$ cat src/rtl/nibble_shift_capture.sv
// Bit-serial nibble entry: synchronised switch + debounced pushbutton shift bits into a word
// offered over valid/ready. Define OVERRUN_FLAG_EN to add a sticky `overrun` output.
module nibble_shift_capture #(
    parameter int WIDTH           = 4,
    parameter int DEBOUNCE_CYCLES = 500000
) (
    input  logic             clk,
    input  logic             rst,
    input  logic             key_n,
    input  logic             sw_bit,
    output logic [WIDTH-1:0] nibble_o,
    output logic             nibble_valid,
    input  logic             nibble_ready,
    output logic [2:0]       bit_count,
`ifdef OVERRUN_FLAG_EN
    output logic             overrun,
`endif
    output logic             busy
);

    localparam int CW = (DEBOUNCE_CYCLES > 1) ? $clog2(DEBOUNCE_CYCLES) : 1;
    localparam logic [CW-1:0] CNT_MAX  = CW'(DEBOUNCE_CYCLES - 1);
    localparam logic [2:0]    LAST_BIT = 3'(WIDTH - 1);

    typedef enum logic {COLLECT = 1'b0, HOLD = 1'b1} state_t;

    logic          key_s1_q, key_s2_q, sw_s1_q, sw_s2_q;
    logic          key_db_q, key_db_d;
    logic [CW-1:0] cnt_q, cnt_d;
    logic          press_q, press_d;

    state_t           state_q, state_d;
    logic [WIDTH-1:0] shift_q, shift_d;
    logic [WIDTH-1:0] nibble_q, nibble_d;
    logic             valid_q, valid_d;
    logic [2:0]       bits_q, bits_d;
`ifdef OVERRUN_FLAG_EN
    logic             overrun_q, overrun_d;
`endif

    // Debounce: the level only flips after DEBOUNCE_CYCLES consecutive differing samples.
    always_comb begin
        key_db_d = key_db_q;
        cnt_d    = '0;
        press_d  = 1'b0;
        if (key_s2_q != key_db_q) begin
            if (cnt_q == CNT_MAX) begin
                key_db_d = ~key_db_q;
                press_d  = key_db_q;
            end else begin
                cnt_d = cnt_q + 1'b1;
            end
        end
    end

    always_comb begin
        state_d  = state_q;
        shift_d  = shift_q;
        nibble_d = nibble_q;
        valid_d  = valid_q;
        bits_d   = bits_q;
`ifdef OVERRUN_FLAG_EN
        overrun_d = overrun_q;
`endif
        case (state_q)
            COLLECT: begin
                if (press_q) begin
                    shift_d = {shift_q[WIDTH-2:0], sw_s2_q};
                    if (bits_q == LAST_BIT) begin
                        nibble_d = shift_d;
                        shift_d  = '0;
                        valid_d  = 1'b1;
                        bits_d   = 3'd0;
                        state_d  = HOLD;
                    end else begin
                        bits_d = bits_q + 3'd1;
                    end
                end
            end
            HOLD: begin
                if (valid_q && nibble_ready) begin
                    valid_d = 1'b0;
                    state_d = COLLECT;
                end
`ifdef OVERRUN_FLAG_EN
                if (press_q) overrun_d = 1'b1;
`endif
            end
            default: state_d = COLLECT;
        endcase
    end

    always_ff @(posedge clk) begin
        if (rst) begin
            key_s1_q <= 1'b1;
            key_s2_q <= 1'b1;
            sw_s1_q  <= 1'b1;
            sw_s2_q  <= 1'b1;
            key_db_q <= 1'b1;
            cnt_q    <= '0;
            press_q  <= 1'b0;
            state_q  <= COLLECT;
            shift_q  <= '0;
            nibble_q <= '0;
            valid_q  <= 1'b0;
            bits_q   <= 3'd0;
`ifdef OVERRUN_FLAG_EN
            overrun_q <= 1'b0;
`endif
        end else begin
            key_s1_q <= key_n;
            key_s2_q <= key_s1_q;
            sw_s1_q  <= sw_bit;
            sw_s2_q  <= sw_s1_q;
            key_db_q <= key_db_d;
            cnt_q    <= cnt_d;
            press_q  <= press_d;
            state_q  <= state_d;
            shift_q  <= shift_d;
            nibble_q <= nibble_d;
            valid_q  <= valid_d;
            bits_q   <= bits_d;
`ifdef OVERRUN_FLAG_EN
            overrun_q <= overrun_d;
`endif
        end
    end

    assign nibble_o     = nibble_q;
    assign nibble_valid = valid_q;
    assign bit_count    = bits_q;
    assign busy         = (bits_q != 3'd0);
`ifdef OVERRUN_FLAG_EN
    assign overrun      = overrun_q;
`endif

endmodule

$ cat config.mk
export PLATFORM = sky130hd
export DESIGN_NAME = nibble_shift_capture
export DESIGN_NICKNAME = d
export VERILOG_FILES = /design/src/rtl/nibble_shift_capture.sv
export SDC_FILE = /design/constraint.sdc
export NUM_CORES = 1
export LEC_CHECK = 0
export BUFFER_PORTS_ARGS = -buffer_cell sky130_fd_sc_hd__buf_2
export CORE_MARGIN = 3
export CORE_UTILIZATION = 44
export CTS_CLUSTER_DIAMETER = 100
export DETAILED_ROUTE_END_ITERATION = 12
export PLACE_DENSITY = 0.69
export REMOVE_ABC_BUFFERS = 1
export SKIP_CTS_REPAIR_TIMING = 1
export SLEW_MARGIN = 20
export SYNTH_ARGS = -nofsm -noshare
export SYNTH_HDL_FRONTEND = slang
export SYNTH_SLANG_ARGS = --single-unit
$ cat constraint.sdc
create_clock -name clk -period 2.2 [get_ports clk]
set_input_delay 0 -clock clk [delete_from_list [all_inputs] [get_ports clk]]
set_output_delay 0 -clock clk [all_outputs]
set_load 0.01 [all_outputs]
* Word-level counts from Yosys, hierarchy flattened
Cells that the tools add are included.
** Storage, ports and cells
- Flip-flop bits (word level) :: 37
- Input port bits :: 5
- Output and inout port bits :: 9
- Word-level logic and storage cells :: 42
** Operators by class
- Add/subtract/negate cells :: 2
- Eq/ne operators :: 6
- Multiplexer cells :: 10
- Bitwise operators :: 4
- Reductions and logical operators :: 8
** Operators by type and width (number)
- 19-bit by 1-bit adder with 19-bit output, second input constant :: 1
- 19-bit == test, second input constant :: 1
- 1-bit 2-to-1 mux :: 6
- 3-bit 2-to-1 mux :: 2
- 3-bit AND reduction :: 2
- 3-bit OR reduction :: 2
- 2-bit != test, second input constant :: 2
- 1-bit NOT :: 4
- 1-bit case mux with 2 select lines :: 2
- 2-bit AND reduction :: 2
- 3-bit by 1-bit adder with 3-bit output, second input constant :: 1
- 3-bit by 2-bit == test with 1-bit output, second input constant :: 1
- 3-bit nonzero test :: 1
- 2-bit by 1-bit != test with 1-bit output, second input constant :: 1
- 1-bit logical AND :: 1
- 1-bit != test :: 1

* Logic depth before layout (Yosys ltp)
- Depth in word-level cells :: 4
- Depth in mapped cells :: 6
- Mapped depth without buffers :: 5

* Worst setup path before layout
Ideal clock, no wire load.
- Path kind :: reg-to-reg
- Start point :: reg cnt_q[10]
- End point :: reg cnt_q[12]
- Setup time :: 0.115 ns
- Arrival time :: 1.796 ns
- Required time :: 2.085 ns
- Setup slack :: 0.289 ns
- Stages on the path, launching flop included :: 6
- Path buffers :: 1
- Clock period less this slack :: 1.911 ns
- Path through :: dfxtp_1 -> or4_1 -> or4_4 -> o21ai_4 -> buf_6 -> nor2_1
** On the way
- Cells in the longest elaborated chain, start to end :: 2
- Elaborated cells between the ends (all ways) :: 3
- Classes of those cells :: add/sub (1); eq/ne (1); reduce/logical (1)
** RTL lines
- start, declared :: line 29 : logic [CW-1:0] cnt_q, cnt_d;
- start signal, assigned :: line 116 : cnt_q <= cnt_d;
- branches (longest 2 deep; another with 19-bit by 1-bit adder with 19-bit output)
Parallel ways; which one is timed is not known.
A chain may end at the register's enable or synchronous reset.

* Worst setup path after layout
- Start point :: reg cnt_q[10]
- End point :: reg key_db_q
** On the way
- Cells in the longest elaborated chain, start to end :: 2
** RTL lines
- 19-bit == test :: line 47 : if (cnt_q == CNT_MAX) begin
- 2-bit AND reduction (no source line)
- end signal, assigned :: line 115 : key_db_q <= key_db_d;
- end, declared :: line 28 : logic key_db_q, key_db_d;
Every way passes these cells.

==> impl_metrics.yaml <==
status:
  status: "completed"
floorplanning:
  fp.dieH_um: 64.44
  die-area_um2: 4153
  core_um2: 3153
  rows: 20
  io_pins: 14
  initial_utilization_pct: 47.66
  dieWidth_um: 64.44
global_route:
  grt_overflow: 0
  grt_pass1_wl_mm: 4.761
  grt_max_degree: 20
  grt.total_usage_pct: 14.78
  grt_pass1_vias: 1151
  antenna_found_initial: 0
layout:
  areaGrowthSynthToFinish_pct: 13.90
  antennaDiodeCount: 0
  final_cell_area_um2: 1712
  seqCellArea_um2: 740.7
  drive_gt1_share_pct: 17.11
  final_core_util_pct: 54.29
  nFillCells: 319
  multi_input_area_um2: 709.4
  finalNetCount: 194
synthesis:
  synth-xor-area-share_pct: 9.326
  avgSynthCellArea_um2: 9.163
  yosys_warnings: 0
  synthFlopType: "dfxtp_1"
  synth_edf_count: 0
  synth-simple-area-share_pct: 24.90
  ys_seq_area_share_pct: 49.29
  synth_cell_types: 30
  synth_top_family_by_area: "simple AND/OR/NAND/NOR gates"
  synth_adder_area_share_pct: 2.498
  async_flop_share_pct: 0
  synth_compound_area_share_pct: 6.495
  synth_mux_area_share_pct: 3.997
  ys_ff_latch: 37
  synthesis.area_um2: 1503
  postSynthCellCount: 164
timing:
  tightest_slew_ns: 0.5418
  fin_ws_ns: 0.1833
  min_period_ns: 2.017
  slew_violations: 0
  slew_headroom_pct: 63.68
  fin_crit_sh_pct: 91.67
  skew_ns: 0.01100
  hold_violations: 0
  setup_tns_ns: 0
  rsz0062_at_grt: "no"
  fmax_mhz: 495.9
  setup_viol: 0
clock_tree:
  clockBufferDepth: 2
  clk_latency_ns: 0.34
  cts_made_buffers: 5
  clk_pin_slew_ns: 0.12
  cts_tree: "built"
  ctsHtreeMaxLevel: 2
  cts.sinks: 37
  root_buffer: "clkbuf_4"
power_and_ir_drop:
  clock_power_share_pct: 33.9
  p_comb_share_pct: 2.0
  internal_power_w: 0.0008106
  power.ir.vdd_worst_mv: 0.3757
  total_leakage_power_nw: 0.5862
  seqPwrFrac_pct: 64.0
  p_sw_w: 0.0002444
  power.density_nw_per_um2: 616.4
  swShare_pct: 23.17
drt:
  num_vias: 1156
  wl_mm: 2.623
  firstDrtPassIters: 4
  drt_iter0_markers: 22
  drc: 0
  postRouteAntennaNets: 0
  wl_per_cell_um: 11.35
  via_per_inst: 5.004
setup_path:
  crit_start: "cnt_q[10]"
  worstPathMaxFanout: 5
  critPathRequiredTime_ns: 2.43
  worstRegToRegCells: 4
  reg2reg_from: "cnt_q[10]"
  end_kind: "flip-flop"
  worstSetupPathType: "reg -> reg"
  cp-endpoint: "key_db_q"
  crit_arrival_ns: 2.25
  rrSetupSlack_ns: 0.18
  cp-start-kind: "flip-flop"
  rr_endpoint: "key_db_q"
placement:
  gp_congestion: 0.8286
  io_buffers: 13
  post_dp_cell_area_um2: 1623
  post-place-ws_ns: 0.2012
  hpwl_mm: 1.976
hold_path:
  hold_class: "in -> reg"
flow_run:
  cap_violations: 0
==> cells in the mapped netlist, types with 4 or more instances <==
| cell | n | area (um^2) |
|---|---|---|
| dfxtp_1 | 37 | 740.7 |
| nor2_1 | 36 | 135.1 |
| xnor2_1 | 13 | 113.9 |
| inv_1 | 8 | 30.03 |
| nand3_1 | 8 | 40.04 |
| mux2i_1 | 6 | 60.06 |
| nand2_1 | 6 | 22.52 |
| nand4_1 | 5 | 31.28 |
| nor3_1 | 5 | 25.02 |
| a21oi_1 | 4 | 20.02 |
| nor4_1 | 4 | 25.02 |
| or2_2 | 4 | 25.02 |
==> per-stage QoR <==
| stage | cells | total power [W] | hold WS, ns |
|---|---|---|---|
| 6_report | 231 | 0.001055 | 0.01024 |
| 5_1_grt | 231 | 0.001114 | 0.0008456 |
| 4_1_cts | 228 | 0.001069 | -0.1843 |
| 3_5_place_dp | 220 | 0.0007085 | 0.1896 |
| 3_3_place_gp | 220 | 0.0007074 | 0.1839 |
| 2_1_floorplan | 160 | 0.0006970 | 0.07238 |
==> sequential cells by signal (all words and copies together), names as in the netlist, 3 cells and up <==
| register | cells |
|---|---|
| bit_count | 3 |
| shift_q | 3 |
| nibble_o | 4 |
| cnt_q | 19 |
==> worst max-delay path: stages, from the launching register on <==
cell     delay, ns
dfxtp_1       0.37
or4_1         0.51
or4_4         0.56
o21a_1        0.19
a211o_1       0.28
==> power groups by stage <==
| stage | logic (W) | registers [W] | clock network (W) |
|---|---|---|---|
| 2_1_floorplan | 0.00000675 | 0.000690 | 0 |
| 3_3_place_gp | 0.0000166 | 0.000691 | 0 |
| 3_5_place_dp | 0.0000175 | 0.000691 | 0 |
| 4_1_cts | 0.0000176 | 0.000676 | 0.000375 |
| 5_1_grt | 0.0000242 | 0.000677 | 0.000413 |
| 6_report | 0.0000212 | 0.000676 | 0.000358 |
==> layout by cell type (no fill, tap or decap), types with 2 or more instances in the layout <==
cell / count
inv_1: 8
a22oi_1: 3
dlygate4sd3_1: 3
nand2b_1: 2
nor3_1: 5
dfxtp_1: 37
nand4_1: 5
buf_2: 13
clkbuf_4: 5
or2_2: 4
or4_1: 2
buf_4: 3
xnor2_1: 13
nand2_1: 6
a21oi_1: 4
nor4_1: 4
nand3_1: 8
mux2i_1: 6
ha_1: 3
xor2_1: 3
nor2_1: 36
==> worst min-delay path by stage <==
stage / from / slack, ns / depth (start not counted) / endpoint
2_1_floorplan: rst / 0.07 / 1 / bit_count[0]
3_3_place_gp: key_n / 0.18 / 2 / key_s1_q
3_5_place_dp: key_n / 0.19 / 2 / key_s1_q
4_1_cts: sw_bit / -0.18 / 2 / sw_s1_q
5_1_grt: rst / 0.0008 / 2 / bit_count[1]
6_report: rst / 0.01 / 2 / shift_q[1]
==> metal layers <==
| layer | track usage [%] | part of all wire [%] | vias to the layer above |
|---|---|---|---|
| met5 | 0 | 0 | - |
| met4 | 8.971 | 2.8 | 0 |
| met3 | 3.640 | 2.9 | 8 |
| met2 | 24.36 | 48 | 14 |
| met1 | 17.25 | 46 | 535 |
| li1 | - | - | 599 |
==> logic make-up after synthesis <==
logic type / after synthesis
AOI/OAI and AO/OA: 13
and+or+nand+nor: 77
muxes: 6
DFF: 37
adders and majority gates: 3
xor gates and xnor gates: 16
buffers and inverters: 12
==> layout make-up <==
cell class / count / area share [%]
flip-flops and latches: 37 / 43.27
multi-input cells: 115 / 41.45
repair buffers: 19 / 6.871
well taps: 44 / 3.216
clock buffers: 5 / 2.193
inverters: 8 / 1.754
clock inverters: 3 / 1.243
Power figures use the tool's default switching activity.
